**src/rtl/paralelo_serial_if.sv**
```systemverilog
// Byte-in / serial-out bundle between the two-lane mux and the serializer.
// The master side drives the byte; the slave side (serializer) drives the serial stream.
interface paralelo_serial_if;
  logic [7:0] data_in;
  logic       valid_in;
  logic       data_out;
  logic       frame_start;
  logic       active;

  modport master (
    output data_in,
    output valid_in,
    input  data_out,
    input  frame_start,
    input  active
  );

  modport slave (
    input  data_in,
    input  valid_in,
    output data_out,
    output frame_start,
    output active
  );
endinterface

```
**src/rtl/paralelo_serial.sv**
```systemverilog
// MSB-first byte serializer: one byte per 8 clk8f cycles, with idle symbol fill and a
// post-reset warm-up run of idle frames before data is accepted.
module paralelo_serial #(
  parameter logic [7:0]  IDLE_SYM = 8'hBC,
  parameter int unsigned MIN_IDLE = 4
) (
  input logic               clk8f,
  input logic               reset,
  paralelo_serial_if.slave  bus
);

  localparam int unsigned IdleW = $clog2(MIN_IDLE + 1);
  localparam logic [IdleW-1:0] IdleLast = IdleW'(MIN_IDLE - 1);

  typedef enum logic {StWarmup, StActive} state_e;

  state_e           state_q, state_d;
  logic [2:0]       bit_cnt_q, bit_cnt_d;
  logic [7:0]       sr_q, sr_d;
  logic [IdleW-1:0] idle_cnt_q, idle_cnt_d;
  logic             data_out_q, data_out_d;
  logic             frame_start_q, frame_start_d;
  logic             active_q, active_d;
  logic [7:0]       sel;

  always_comb begin
    bit_cnt_d     = bit_cnt_q + 3'd1;
    sr_d          = {sr_q[6:0], 1'b0};
    data_out_d    = sr_q[7];
    frame_start_d = 1'b0;
    active_d      = active_q;
    state_d       = state_q;
    idle_cnt_d    = idle_cnt_q;
    sel           = IDLE_SYM;

    // Load edge: inputs are sampled only here, so mid-frame changes never reach the wire.
    if (bit_cnt_q == 3'd0) begin
      if (state_q == StActive && bus.valid_in) begin
        sel = bus.data_in;
      end
      data_out_d    = sel[7];
      sr_d          = {sel[6:0], 1'b0};
      frame_start_d = 1'b1;

      if (state_q == StWarmup) begin
        idle_cnt_d = idle_cnt_q + IdleW'(1);
        if (idle_cnt_q == IdleLast) begin
          state_d  = StActive;
          active_d = 1'b1;
        end
      end
    end
  end

  always_ff @(posedge clk8f or negedge reset) begin
    if (!reset) begin
      state_q       <= StWarmup;
      bit_cnt_q     <= 3'd0;
      sr_q          <= 8'd0;
      idle_cnt_q    <= '0;
      data_out_q    <= 1'b0;
      frame_start_q <= 1'b0;
      active_q      <= 1'b0;
    end else begin
      state_q       <= state_d;
      bit_cnt_q     <= bit_cnt_d;
      sr_q          <= sr_d;
      idle_cnt_q    <= idle_cnt_d;
      data_out_q    <= data_out_d;
      frame_start_q <= frame_start_d;
      active_q      <= active_d;
    end
  end

  assign bus.data_out    = data_out_q;
  assign bus.frame_start = frame_start_q;
  assign bus.active      = active_q;

endmodule

```
**src/flat_wrapper.sv**
```systemverilog
// flat-port wrapper written by rule: the top's interface ports become plain ports
module paralelo_serial_flat 
#(
  parameter logic [7:0]  IDLE_SYM = 8'hBC,
  parameter int unsigned MIN_IDLE = 4
)
  (clk8f, reset, bus_data_in, bus_valid_in, bus_data_out, bus_frame_start, bus_active);
  paralelo_serial_if bus_i ();
  input logic clk8f;
  input logic reset;
  input wire logic [$bits(bus_i.data_in)-1:0] bus_data_in;
  input wire logic [$bits(bus_i.valid_in)-1:0] bus_valid_in;
  output wire logic [$bits(bus_i.data_out)-1:0] bus_data_out;
  output wire logic [$bits(bus_i.frame_start)-1:0] bus_frame_start;
  output wire logic [$bits(bus_i.active)-1:0] bus_active;
  assign bus_i.data_in = bus_data_in;
  assign bus_i.valid_in = bus_valid_in;
  assign bus_data_out = bus_i.data_out;
  assign bus_frame_start = bus_i.frame_start;
  assign bus_active = bus_i.active;
  paralelo_serial #(.IDLE_SYM(IDLE_SYM), .MIN_IDLE(MIN_IDLE)) u_core (.clk8f(clk8f), .reset(reset), .bus(bus_i));
endmodule
```
**config.mk**
```make
export PLATFORM = sky130hd
export DESIGN_NAME = paralelo_serial_flat
export DESIGN_NICKNAME = d
export VERILOG_FILES = /design/src/rtl/paralelo_serial_if.sv /design/src/rtl/paralelo_serial.sv /design/src/flat_wrapper.sv
export SDC_FILE = /design/constraint.sdc
export NUM_CORES = 1
export LEC_CHECK = 0
export ABC_CLOCK_PERIOD_IN_PS = 1300
export CAP_MARGIN = 5
export CORE_ASPECT_RATIO = 0.9
export CORE_UTILIZATION = 46
export CTS_BUF_LIST = sky130_fd_sc_hd__clkbuf_4
export DETAILED_ROUTE_END_ITERATION = 12
export PLACE_DENSITY = 0.77
export SKIP_CTS_REPAIR_TIMING = 1
export SLEW_MARGIN = 20
export SYNTH_ARGS = -nofsm -noshare
export SYNTH_HDL_FRONTEND = slang
export SYNTH_SLANG_ARGS = --single-unit
```
**constraint.sdc**
```tcl
create_clock -name clk8f -period 1.3 [get_ports clk8f]
set_input_delay 0.13 -clock clk8f [delete_from_list [all_inputs] [get_ports clk8f]]
set_output_delay 0.13 -clock clk8f [all_outputs]
set_load 0.1 [all_outputs]
```
==> results.toml <==
[cts]
clkLatencyLatePin_ns = 0.28
cts-root-buf = "clkbuf_4"
numClockSinks = 17
cts_tree = "built"
clock_path_buffers = 2
cts_made_buffers = 3
clk_pin_slew_ns = 0.10
htree_levels = 1

[global_route]
grt_pass1_wl_mm = 1.84
antenna_found_initial = 0
grtUsageTotal_pct = 16.0
overflow = 0
grt_max_degree = 18
grt_pass1_vias = 419

[timing]
final-setup-viol-count = 0
fin_crit_ns = 1.24
fmax_mhz = 806
finalCritPeriodShare_pct = 95.4
setup_tns_ns = 0
hold_violations = 0
slew_violations = 0
tightest_slew_ns = 0.226
relSlewSlack_pct = 84.9
rsz0062_at_grt = "false"
fin_ws_ns = 0.0596
fin_worst_skew_ns = 0.00478

[power]
finalPower_uw = 898
share_comb_of_total_power_pct = 8.5
p_seq_share_pct = 60.6
leakage_nw = 0.453
ir_drop_v = 0.000668
p_sw_uw = 198
power.density_nw_per_um2 = 964
p_int_uw = 700
clockPowerShare_pct = 30.8
p_sw_share_pct = 22.1

[yosys]
ys.flop_type = "dfrtp_1"
ys_top_cells_by_area = "dfrtp_1 62%, ha_1 7.3%, o22a_2 7.3%"
syn_area_sq_um = 684
synth.yosys.warnings = 0
ys_ff_latch = 17
syn_nets = 63
synthCells = 48
syn_avg_cell_area_sq_um = 14.3
yosysSeqAreaShare_pct = 62.2
synth_area_leader_cell = "dfrtp_1"
ys_types = 15
synth_edf_count = 0
ys_top_cells_by_count = "17 x dfrtp_1, 9 x inv_1, 5 x o22a_2"
synthArstFlopShare_pct = 100
synth.top_cell.area_share_pct = 62.2
post-synth-top-count-cell = "dfrtp_1"

[floorplan]
fp.dieH_microns = 38.6
rows = 12
core_area_sq_um = 1310
fp.dieArea_sq_um = 1650
start_util_pct = 52.4
io_pins = 14
die_w_microns = 42.7

[worst_setup_path]
slowest_delay_ns = 0.40
worst_path_dominant_cell_family = "flip-flops"
cp_max_fo = 3
worst-setup-path-type = "flip-flop to flip-flop"
arrival_ns = 1.42
critPathBufInv = 1
path_cells = "inv_2 -> ha_4 -> nor3b_4 -> mux2_4"
start_kind = "flip-flop"
cpMaxStageDelayCell = "dfrtp_1"
cp-end-kind = "flip-flop"
cp.required_ns = 1.48

[detailed_routing]
drc = 0
vias = 405
drt_iter0_drc = 2
routed_via_density = 4.88
wl_mm = 1.01
post_drt_wl_per_cell_microns = 12.2
ant_nets = 0
drt_pass1_iterations = 2

[place]
dp_slack_ns = 0.0127
io_buffers = 13
gp_congestion = 0.669
post-dp-hpwl_microns = 746

[finish]
diodes = 0
utilization_pct = 71.4
num-nets-final = 85
layout-drive-gt1-share_pct = 36.2
syn2layout_area_growth_pct = 36.2
nFillCells = 88

[hold_path]
min_path_type = "input pin to async pin"

[run]
maxCapViolCount = 0

[run_status]
status = "finished clean"
area by class of cell:
class / count / area (sq um) / share of cell area (%)
flip-flops and latches: 17 / 425 / 45.6
multi-input cells: 21 / 230 / 24.7
clock inverters: 1 / 5.00 / 0.537
repair buffers: 18 / 198 / 21.2
clock buffers: 3 / 22.5 / 2.42
inverters: 9 / 33.8 / 3.62
well taps: 14 / 17.5 / 1.88
flip-flops by register name, summed over array words and instances, names as in the netlist:
register,flops
u_core.sr_q,7
u_core.bus.active,1
u_core.idle_cnt_q,3
u_core.state_q,1
u_core.bus.frame_start,1
u_core.bus.data_out,1
u_core.bit_cnt_q,3
path summary, 6_finish.rpt:
check / start / to / slack (ns) / depth (start not counted)
worst max register to register: u_core.bit_cnt_q[0]$_DFF_PN0_ / u_core.idle_cnt_q[1]$_DFFE_PN0P_ / 0.06 / 4
max in group asynchronous: reset / u_core.idle_cnt_q[2]$_DFFE_PN0P_ / 0.96 / 2
worst min register to register: u_core.bit_cnt_q[0]$_DFF_PN0_ / u_core.bit_cnt_q[0]$_DFF_PN0_ / 0.46 / 1
worst max-delay path: u_core.bit_cnt_q[0]$_DFF_PN0_ / u_core.idle_cnt_q[1]$_DFFE_PN0P_ / 0.06 / 4
min in group clk8f: bus_data_in[0] / u_core.sr_q[1]$_DFF_PN0_ / 0.35 / 3
worst min-delay path: reset / u_core.bus.frame_start$_DFF_PN0_ / 0.15 / 2
metal layers:
metal | vias up | global-route usage (%) | wire length [microns]
met5 | - | 0 | 0
met4 | 0 | 9.38 | 8
met3 | 2 | 4.67 | 51
met2 | 11 | 23.9 | 489
met1 | 190 | 20.8 | 459
li1 | 202 | - | -
metrics by stage:
| step | hold WS (ns) | std cells | cell area, sq um |
|---|---|---|---|
| 4_1_cts | 0.156 | 82 | 915 |
| 6_report | 0.153 | 83 | 932 |
| 3_3_place_gp | 0.431 | 78 | 887 |
| 5_1_grt | 0.186 | 83 | 932 |
| 3_5_place_dp | 0.441 | 78 | 887 |
| 2_1_floorplan | -0.166 | 48 | 691 |
kinds of logic (layout without fill, tap and decap cells):
| kind of cell | count (synthesis) | after routing | share of synthesized area [%] |
|---|---|---|---|
| XOR/XNOR | 2 | 2 | 2.56 |
| adder cells (fa/ha/maj) | 4 | 4 | 7.31 |
| AO/OA/AOI/OAI | 9 | 9 | 11.5 |
| multiplexers | 2 | 2 | 3.11 |
| AND/OR/NAND/NOR | 4 | 4 | 6.76 |
| buffers and inverters | 10 | 31 | 6.58 |
| flip-flops | 17 | 17 | 62.2 |
power by group through the flow:
stage / clock network, mW / registers, mW / logic, mW
6_report: 0.277 / 0.545 / 0.0766
5_1_grt: 0.306 / 0.546 / 0.0842
4_1_cts: 0.283 / 0.545 / 0.0779
3_5_place_dp: 0 / 0.555 / 0.0777
3_3_place_gp: 0 / 0.555 / 0.0766
2_1_floorplan: 0 / 0.566 / 0.0145
cell usage in the layout (no fill, tap or decap), drive strengths merged:
cell and n:
mux2 1, clkdlybuf4s50 10, a21o 1, nor2 1
ha 4, o22ai 2, buf 8, inv 9
a31o 1, clkbuf 3, dfrtp 17, clkinv 1
nor2b 1, o22a 5, nor3b 1, xor2 2
mux2i 1, nand4b 1
Note: power is estimated with default switching activity, not from simulation.
